### src/rtl/minbd_pkg.sv
// Shared flit format for the MinBD two-lane deflection datapath.
// Used by the deflection arbiter and by the local injection unit.
package minbd_pkg;

    localparam int FLIT_W   = 11;
    localparam int BODY_W   = 9;
    localparam int GOLD_BIT = 10;
    localparam int VLD_BIT  = 9;
    localparam int DIR_MSB  = 8;
    localparam int DIR_LSB  = 6;
    localparam int PAY_W    = 6;

    typedef enum logic [2:0] {
        DIR_LOCAL = 3'd0,
        DIR_NORTH = 3'd1,
        DIR_EAST  = 3'd2,
        DIR_SOUTH = 3'd3,
        DIR_WEST  = 3'd4
    } dir_e;

    // A slot may be claimed only when it carries neither a valid nor a golden flit.
    function automatic logic slot_empty(input logic [FLIT_W-1:0] f);
        return ~(f[GOLD_BIT] | f[VLD_BIT]);
    endfunction

endpackage

### src/rtl/inj_fifo.sv
// Local flit buffer for the injection unit: DEPTH x W synchronous FIFO.
// Pointers carry an extra MSB so full and empty are distinguishable.
module inj_fifo #(
    parameter int DEPTH = 4,
    parameter int W     = 9
) (
    input  logic                     clk,
    input  logic                     rst_n,
    input  logic                     i_push,
    input  logic                     i_pop,
    input  logic [W-1:0]             i_data,
    output logic [W-1:0]             o_data,
    output logic                     o_full,
    output logic                     o_empty,
    output logic [$clog2(DEPTH):0]   o_count
);

    localparam int AW = $clog2(DEPTH);

    logic [AW:0]  r_wp;
    logic [AW:0]  r_rp;
    logic [W-1:0] r_mem [DEPTH];
    logic         w_wr;
    logic         w_rd;

    assign o_count = r_wp - r_rp;
    assign o_empty = (r_wp == r_rp);
    assign o_full  = (r_wp[AW] != r_rp[AW]) && (r_wp[AW-1:0] == r_rp[AW-1:0]);
    assign w_wr    = i_push & ~o_full;
    assign w_rd    = i_pop & ~o_empty;
    assign o_data  = r_mem[r_rp[AW-1:0]];

    // Read/write pointers.
    always_ff @(posedge clk or negedge rst_n) begin
        if (!rst_n) begin
            r_wp <= {(AW+1){1'b0}};
            r_rp <= {(AW+1){1'b0}};
        end else begin
            if (w_wr) r_wp <= r_wp + {{AW{1'b0}}, 1'b1};
            if (w_rd) r_rp <= r_rp + {{AW{1'b0}}, 1'b1};
        end
    end

    // Storage array; stale contents are unreachable once pointers reset.
    always_ff @(posedge clk) begin
        if (w_wr) r_mem[r_wp[AW-1:0]] <= i_data;
    end

endmodule

### src/rtl/flit_inject.sv
// Local injection unit: places buffered local flits into empty lane slots.
// Optional feature macro: INJ_GOLDEN_EN (starved flit is injected as golden).
module flit_inject
    import minbd_pkg::*;
#(
    parameter int DEPTH        = 4,
    parameter int STARVE_LIMIT = 8
) (
    input  logic                     clk,
    input  logic                     rst_n,
    input  logic                     in_vld,
    output logic                     in_rdy,
    input  logic [BODY_W-1:0]        in_flit,
    input  logic [FLIT_W-1:0]        lane1_i,
    input  logic [FLIT_W-1:0]        lane2_i,
    output logic [FLIT_W-1:0]        lane1_o,
    output logic [FLIT_W-1:0]        lane2_o,
    output logic                     starve_o,
    output logic [$clog2(DEPTH):0]   count_o
);

    localparam int SW = $clog2(STARVE_LIMIT + 1);
    localparam logic [SW-1:0] STARVE_MAX = SW'(STARVE_LIMIT);

    logic [BODY_W-1:0] w_head;
    logic              w_full;
    logic              w_empty;
    logic              w_push;
    logic              w_pop;
    logic              w_inj1;
    logic              w_inj2;
    logic              w_gold;
    logic [FLIT_W-1:0] w_inj_word;
    logic [FLIT_W-1:0] w_lane1_nxt;
    logic [FLIT_W-1:0] w_lane2_nxt;
    logic [SW-1:0]     w_scnt_nxt;
    logic [FLIT_W-1:0] r_lane1;
    logic [FLIT_W-1:0] r_lane2;
    logic [SW-1:0]     r_scnt;
    logic              r_starve;
    logic              r_live;

    // in_rdy is held low until the first edge after reset release.
    assign in_rdy   = r_live & ~w_full;
    assign w_push   = in_vld & in_rdy;
    assign lane1_o  = r_lane1;
    assign lane2_o  = r_lane2;
    assign starve_o = r_starve;

    inj_fifo #(
        .DEPTH (DEPTH),
        .W     (BODY_W)
    ) u_fifo (
        .clk     (clk),
        .rst_n   (rst_n),
        .i_push  (w_push),
        .i_pop   (w_pop),
        .i_data  (in_flit),
        .o_data  (w_head),
        .o_full  (w_full),
        .o_empty (w_empty),
        .o_count (count_o)
    );

    // Slot selection: lane1 has priority, at most one injection per cycle.
    always_comb begin
        w_inj1 = 1'b0;
        w_inj2 = 1'b0;
        if (!w_empty) begin
            if (slot_empty(lane1_i)) begin
                w_inj1 = 1'b1;
            end else if (slot_empty(lane2_i)) begin
                w_inj2 = 1'b1;
            end else begin
                w_inj1 = 1'b0;
            end
        end else begin
            w_inj2 = 1'b0;
        end
        w_pop = w_inj1 | w_inj2;
`ifdef INJ_GOLDEN_EN
        w_gold = r_starve;
`else
        w_gold = 1'b0;
`endif
        w_inj_word  = {w_gold, 1'b1, w_head};
        w_lane1_nxt = w_inj1 ? w_inj_word : lane1_i;
        w_lane2_nxt = w_inj2 ? w_inj_word : lane2_i;
    end

    // Starvation counter: counts blocked cycles while a flit waits.
    always_comb begin
        w_scnt_nxt = r_scnt;
        if (w_pop || w_empty) begin
            w_scnt_nxt = {SW{1'b0}};
        end else if (r_scnt == STARVE_MAX) begin
            w_scnt_nxt = STARVE_MAX;
        end else begin
            w_scnt_nxt = r_scnt + {{(SW-1){1'b0}}, 1'b1};
        end
    end

    // Lane output registers, starvation state and ready enable.
    always_ff @(posedge clk or negedge rst_n) begin
        if (!rst_n) begin
            r_lane1  <= {FLIT_W{1'b0}};
            r_lane2  <= {FLIT_W{1'b0}};
            r_scnt   <= {SW{1'b0}};
            r_starve <= 1'b0;
            r_live   <= 1'b0;
        end else begin
            r_lane1  <= w_lane1_nxt;
            r_lane2  <= w_lane2_nxt;
            r_scnt   <= w_scnt_nxt;
            r_starve <= (w_scnt_nxt == STARVE_MAX);
            r_live   <= 1'b1;
        end
    end

endmodule

### config.mk
export PLATFORM = sky130hd
export DESIGN_NAME = flit_inject
export DESIGN_NICKNAME = d
export VERILOG_FILES = /design/src/rtl/minbd_pkg.sv /design/src/rtl/inj_fifo.sv /design/src/rtl/flit_inject.sv
export SDC_FILE = /design/constraint.sdc
export NUM_CORES = 1
export LEC_CHECK = 0
export ABC_AREA = 1
export ABC_CLOCK_PERIOD_IN_PS = 3900
export CAP_MARGIN = 5
export CORE_ASPECT_RATIO = 1.2
export CORE_UTILIZATION = 55
export CTS_BUF_LIST = sky130_fd_sc_hd__clkbuf_16
export DETAILED_ROUTE_END_ITERATION = 16
export GPL_TIMING_DRIVEN = 0
export PLACE_DENSITY_LB_ADDON = 0.1
export SYNTH_ARGS = -nofsm -noshare
export SYNTH_HDL_FRONTEND = slang
export SYNTH_SLANG_ARGS = --single-unit
export TNS_END_PERCENT = 1
### constraint.sdc
create_clock -name clk -period 3.9 [get_ports clk]
set_clock_uncertainty 0.1 [all_clocks]
set_input_delay 0.78 -clock clk [delete_from_list [all_inputs] [get_ports clk]]
set_output_delay 0.78 -clock clk [all_outputs]
set_load 0.02 [all_outputs]
==> summary.txt <==
Cells and area
  – Share of layout cells above drive strength 1: 0.1312
  – Area occupied by multi-input gates: 897.1 um2
  – Flip-flop and latch area: 0.001932 mm2
  – Area growth syn-to-layout: 32.83%
  – Final Net Count: 382
  – Most frequent cells in the layout: nand2_1, clkdlybuf4s50_1, edfxtp_1
  – Commonest non-fill, non-tap cell in the layout: nand2_1
  – Antenna Cells: 0
  – Fillers: approximately 360

Drt
  – Drt first pass iters: 4
  – DR vias: 2,032
  – Antenna Nets Post-Route: 0
  – DRC: 0
  – Via-per-instance ratio: 5.017
  – DR iter-0 viols: approximately 120
  – DR WL/cell: 14.23 um
  – Final wirelength: 5763 um

GRT
  – Initial antenna violation count: 0
  – Total global-route track usage: 0.2209
  – Largest net degree at the start of global routing: 35
  – First-pass GRT wire length: 9390 um
  – GRT overflow: 0
  – Vias in the first global route: slightly below 2,000

Job
  – Max Cap Viol: 0

Yosys
  – Syn Inst Count: 267
  – FF+latch count, synth: 70
  – Seq/Total Area, Yosys: 0.6482
  – Post-synth cell types: 29
  – Main area contributors after synthesis: edfxtp_1, dfrtp_1, nand2_1, nand3_1, ha_1
  – Yosys top cell area share: 0.3627
  – Synth area leader: edfxtp_1
  – Cell Area, Synth: 0.002980 mm2
  – Avg Inst Size Synth: about 11 um2
  – Post-Syn Nets: approximately 310
  – Yosys warns: 0

Clocking
  – Clock Latency Late Sink: approximately 0.32 ns
  – CTS Hold Buffers Added: 0
  – CTS tree: done
  – Post CTS Setup Buffer Count: 0
  – Clock Path Buffers: 2
  – Htree depth: 3
  – CTS root buffer: clkbuf_16
  – CTS clk-pin slew, worst paths: 0.06 ns
  – TritonCTS buffer count: 9
  – CTS Sinks: 70
  – Post-cts gate resize count: 0

Timing
  – Final Cycle Share: 0.7894
  – Final setup TNS: 0 ns
  – Slack of the critical path: 0.8215 ns
  – Rel. slew slack: 0.4146
  – Final setup viols: 0
  – Fin crit period: 3.079 ns
  – Final Hold Vio Count: 0
  – Final Max Slew Viols: 0
  – Slew @ Worst Pin: 0.8748 ns
  – Max Freq: between 300 and 400 MHz
  – RSZ-0062 raised after global routing: false

Critical path
  – Cells along the critical path: inv_2, ha_1, nand2_1, inv_1, a21boi_2, clkdlybuf4s50_1
  – CP Data Arrival Time: 2.20 ns
  – CP Buf/Inv Count: 3
  – Worst setup EP type: output pin
  – Worst path max stage delay: 0.63 ns
  – Slowest cell on crit path: clkdlybuf4s50_1
  – WS Path Type: register to output pin
  – Critical path's top delay family: buffers and inverters
  – CP max FO: 10
  – Worst endpoint required time: ~3 ns
  – Startpoint types: register

Power
  – Pleak: 1.720 nW
  – Peak supply drop: around 0.00043 V
  – PD cells: between 700 and 800 mW/mm2

Placement
  – DP HPWL: 3831 um
  – Gpl congestion: 0.6917
  – PortBufs: 60
  – Post-place setup slack: 1.159 ns

Die
  – Row count: 29
  – DIE WIDTH: roughly 69 um
  – Boundary Pins: 61
  – DIE AREA: 0.005719 mm2
  – Initial core utilization: 0.5665
  – Die height: 82.64 um
  – Core footprint: 0.005261 mm2

Worst hold path
  – Min-delay worst type: input pin to asynchronous set/reset pin

Run status
  – Status: complete, no violations
## cell families (layout without fill, tap and decap cells)
logic type	count (synthesis)	after routing	synth area share
and+or+nand+nor	125	125	0.1889
AOI/OAI and AO/OA	24	24	0.05752
buffers and inverters	34	110	0.05080
other	1	1	0.001258
xor gates and xnor gates	3	3	0.008818
DFF	70	70	0.6482
adders and majority gates	10	10	0.04450
## cells in the mapped netlist (all sizes together)
library cell / count
fa: 1
nand3: 26
nand4: 1
nand2: 83
inv: 25
xnor2: 2
nand3b: 1
clkbuf: 3
nor2: 14
conb: 1
xor2: 1
buf: 6
ha: 9
dfrtp: 34
edfxtp: 36
a21boi: 1
o21ai: 23
## where the power goes
part | switching (mW) | internal, mW | leakage, nW
logic | 0.686 | 0.444 | 0.839
clock network | 0.313 | 0.502 | 0.143
registers | 0.0778 | 0.925 | 0.738
total | 1.08 | 1.87 | 1.72
## routing by layer
metal | track usage | vias up | share of wire
met5 | 0 | - | 0
met4 | 0.1184 | 0 | 0.0050
met3 | 0.05340 | 2 | 0.055
met2 | 0.3777 | 59 | 0.54
met1 | 0.2619 | 950 | 0.40
li1 | - | 1021 | -
## registers in the layout, indices dropped and copies added, names as in the netlist
register and cells:
lane1_o 11, lane2_o 11, r_live 1, r_scnt 4, starve_o 1, u_fifo.r_mem 36
u_fifo.r_rp 3, u_fifo.r_wp 3
## worst paths after layout
kind | from | to | slack [ns] | depth (start not counted)
worst max-delay path | u_fifo.r_rp[1]$_DFFE_PN0P_ | in_rdy | 0.82 | 6
worst min-delay path | rst_n | lane2_o[5]$_DFF_PN0_ | 0.43 | 1
worst max register to register | u_fifo.r_rp[1]$_DFFE_PN0P_ | u_fifo.r_mem[0][1]$_DFFE_PP_ | 1.41 | 7
worst min register to register | u_fifo.r_wp[0]$_DFFE_PN0P_ | u_fifo.r_wp[0]$_DFFE_PN0P_ | 0.46 | 2
max in group asynchronous | rst_n | lane1_o[2]$_DFF_PN0_ | 2.78 | 1
min in group clk | u_fifo.r_wp[0]$_DFFE_PN0P_ | u_fifo.r_wp[0]$_DFFE_PN0P_ | 0.46 | 2
## per-stage QoR
| stage | std cells | area [um2] | power, mW | utilization | hold slack (ns) |
|---|---|---|---|---|---|
| floorplan | 267 | 2980 | 1.729 | - | 0.3844 |
| global placement | 389 | 3659 | 2.116 | 0.6954 | 0.4316 |
| detailed placement | 389 | 3654 | 2.151 | 0.6944 | 0.4447 |
| CTS | 405 | 3959 | 2.980 | 0.7524 | 0.4345 |
| global route | 405 | 3959 | 3.141 | 0.7524 | 0.4807 |
| finish | 405 | 3959 | 2.948 | 0.7524 | 0.4273 |
## final cells by class
| type | count | area share |
|---|---|---|
| well taps | 62 | 0.01960 |
| clock buffers | 9 | 0.05689 |
| flip-flops and latches | 70 | 0.4880 |
| multi-input cells | 163 | 0.2266 |
| inverters | 25 | 0.02370 |
| plain buffers | 9 | 0.01454 |
| repair buffers | 60 | 0.1504 |
| clock inverters | 7 | 0.02023 |
Note: power is estimated with default switching activity, not from simulation.
==> edit, RTL diff (same flow settings) <==
`STARVE_LIMIT`: 8 -> 16.
--- a/src/rtl/flit_inject.sv
+++ b/src/rtl/flit_inject.sv
@@ -4,7 +4,7 @@
     import minbd_pkg::*;
 #(
     parameter int DEPTH        = 4,
-    parameter int STARVE_LIMIT = 8
+    parameter int STARVE_LIMIT = 16
 ) (
     input  logic                     clk,
     input  logic                     rst_n,
Behaviour: no difference found for any inputs over 10 cycles, from zero or initial values and one cycle with rst_n low; that may be too few to reach the edited logic, so the function may still have changed.
==> edit against the original RTL <==
  * Maximum frequency decreased by 9.8%
  * Total power increased by 2.3%
  * Synthesized area increased by 0.80%
  * Sequential share of layout area increased by 0.061 points
  * Utilization increased by 0.88 points
  * First-iteration DRC count decreased by 9.5%
  * Non-clock buffer count unchanged
  * Setup slack got worse by 0.33 ns
  * Sequential cell count increased by 1
  * Cell area increased by 1.2%
  * Routed wire length decreased by 1.9%
  * Critical endpoint unchanged
  * Largest cell class unchanged
  * Largest power group unchanged
  * Highest routed layer unchanged
==> edit: results (changes against the original RTL) <==
metric,value,unit,change
worst-path maximum fanout,10,,unchanged
Post-CTS Setup Bufs,0,,unchanged
vias in the first global route,2092,,+5.8%
antenna-violating nets left,0,,unchanged
compound-gate portion of the synthesized area,5.71,%,-0.046 points
Crit path arrival time,2.53,ns,+0.33 ns
slowest cell on the critical path,clkdlybuf4s50_1,,
Post-Synth XOR/XNOR Area,2.33,%,+1.5 points
Yosys Warn Count,0,,unchanged
Initial DRT Pass Iterations,4,,unchanged
Top Family by Delay on Critical Path,buffers and inverters,,
port bufs,60,,unchanged
Root Buffer,clkbuf_16,,
crit path to,in_rdy,,
status,completed,,
mux share of post-synthesis cell area,0,%,unchanged
Nets,376,,-1.6%
max incr delay on CP,0.62,ns,
DR iter-0 viols,105,,-9.5%
clk buf depth,2,,unchanged
worst hold path type,primary input to asynchronous set/reset pin,,
largest net degree at the start of global routing,36,,+2.9%
CTS buffer count,9,,unchanged
Comb power,1.13,mW,about the same
Leak,1.73,nW,+0.81%
share of cells above drive strength 1,13.4,%,+0.23 points
initial antenna violation count,0,,unchanged
Sequential Power,1.00,mW,about the same
hpwl dp,3850,microns,+0.58%
H-tree levels,3,,unchanged
Comb power frac,37.6,%,-0.7 points
Synthesized Nets,305,,-1.9%
clock-pin slew on the worst setup and hold paths,0.06,ns,about the same
fillers,376,,+4.2%
DR WL/cell,14.2,microns,-0.45%
global-route wire length before repair,9460,microns,+0.73%
Slew @ Worst Pin,0.925,ns,+0.0500 ns
worst vdd ir,0.000468,V,+9.7%
switching part of the total,35.4,%,-1.2 points
Layout area overhead,33.3,%,
Vias,2008,,-1.2%
Critical Path Source,u_fifo.r_rp[1],,
flop-to-flop setup slack,1.02,ns,-0.39 ns
Post-Place Worst Slack,0.820,ns,-0.339 ns
adder-cell share of the synthesized area,4.41,%,-0.035 points
most frequent cells after synthesis,"70 x nand2_1, 36 x edfxtp_1, 35 x dfrtp_1, 21 x inv_1, 21 x nand3_1",,
Inserted Diodes,0,,unchanged
GR Util All Layers,21.6,%,-0.54 points
RR Endpoint,u_fifo.r_mem[0][6],,
ys async rst share,49.3,%,+0.72 points
Reg2Reg Depth,9,,+2
Unique masters post-synth,26,,-10%
GPL Wtd Cong,0.728,,+5.2%
post-route worst setup slack,0.487,ns,-0.334 ns
"Buf+Inv Stages, Crit Path",5,,+2
placed inst area,3680,sq um,+0.65%
Post-synth EDFFs,36,,unchanged
"top cells by area, synth","edfxtp_1 36%, dfrtp_1 29%, nand2_1 8.7%",,
sequential fraction of the synthesis area,65.1,%,+0.32 points
post-cts sizing count,0,,unchanged
## edit: cell count changes in the layout (fill, tap and decap cells not counted), moves of 2 or more
cell / before / now
nand2_1: 79 / 70
nand2_4: 1 / 3
o21ai_0: 3 / 0
a21oi_1: 0 / 3
inv_1: 23 / 21
inv_2: 2 / 0
buf_4: 0 / 3
nand3_1: 24 / 21
nor2_1: 12 / 15
xor2_1: 1 / 6
## edit: routing by layer
metal	up-vias	GRT usage, %	part of all wire [%]
li1	998	-	-
met1	928	26.1	41
met2	69	35.5	51
met3	13	5.70	5.4
met4	0	10.8	2.3
met5	-	0	0
## edit: per-stage QoR
step           cells  hold WS [ns]
2_1_floorplan    261         0.381
3_3_place_gp     383         0.405
3_5_place_dp     383         0.410
4_1_cts          399         0.420
5_1_grt          399         0.424
6_report         399         0.416
## edit: final cells by class
type	instances	share of cell area, %
clock inverters	7	2.56
plain buffers	9	1.41
clock buffers	9	5.62
well taps	62	1.94
multi-input cells	159	22.6
inverters	22	2.12
repair buffers	60	14.9
flip-flops and latches	71	48.9
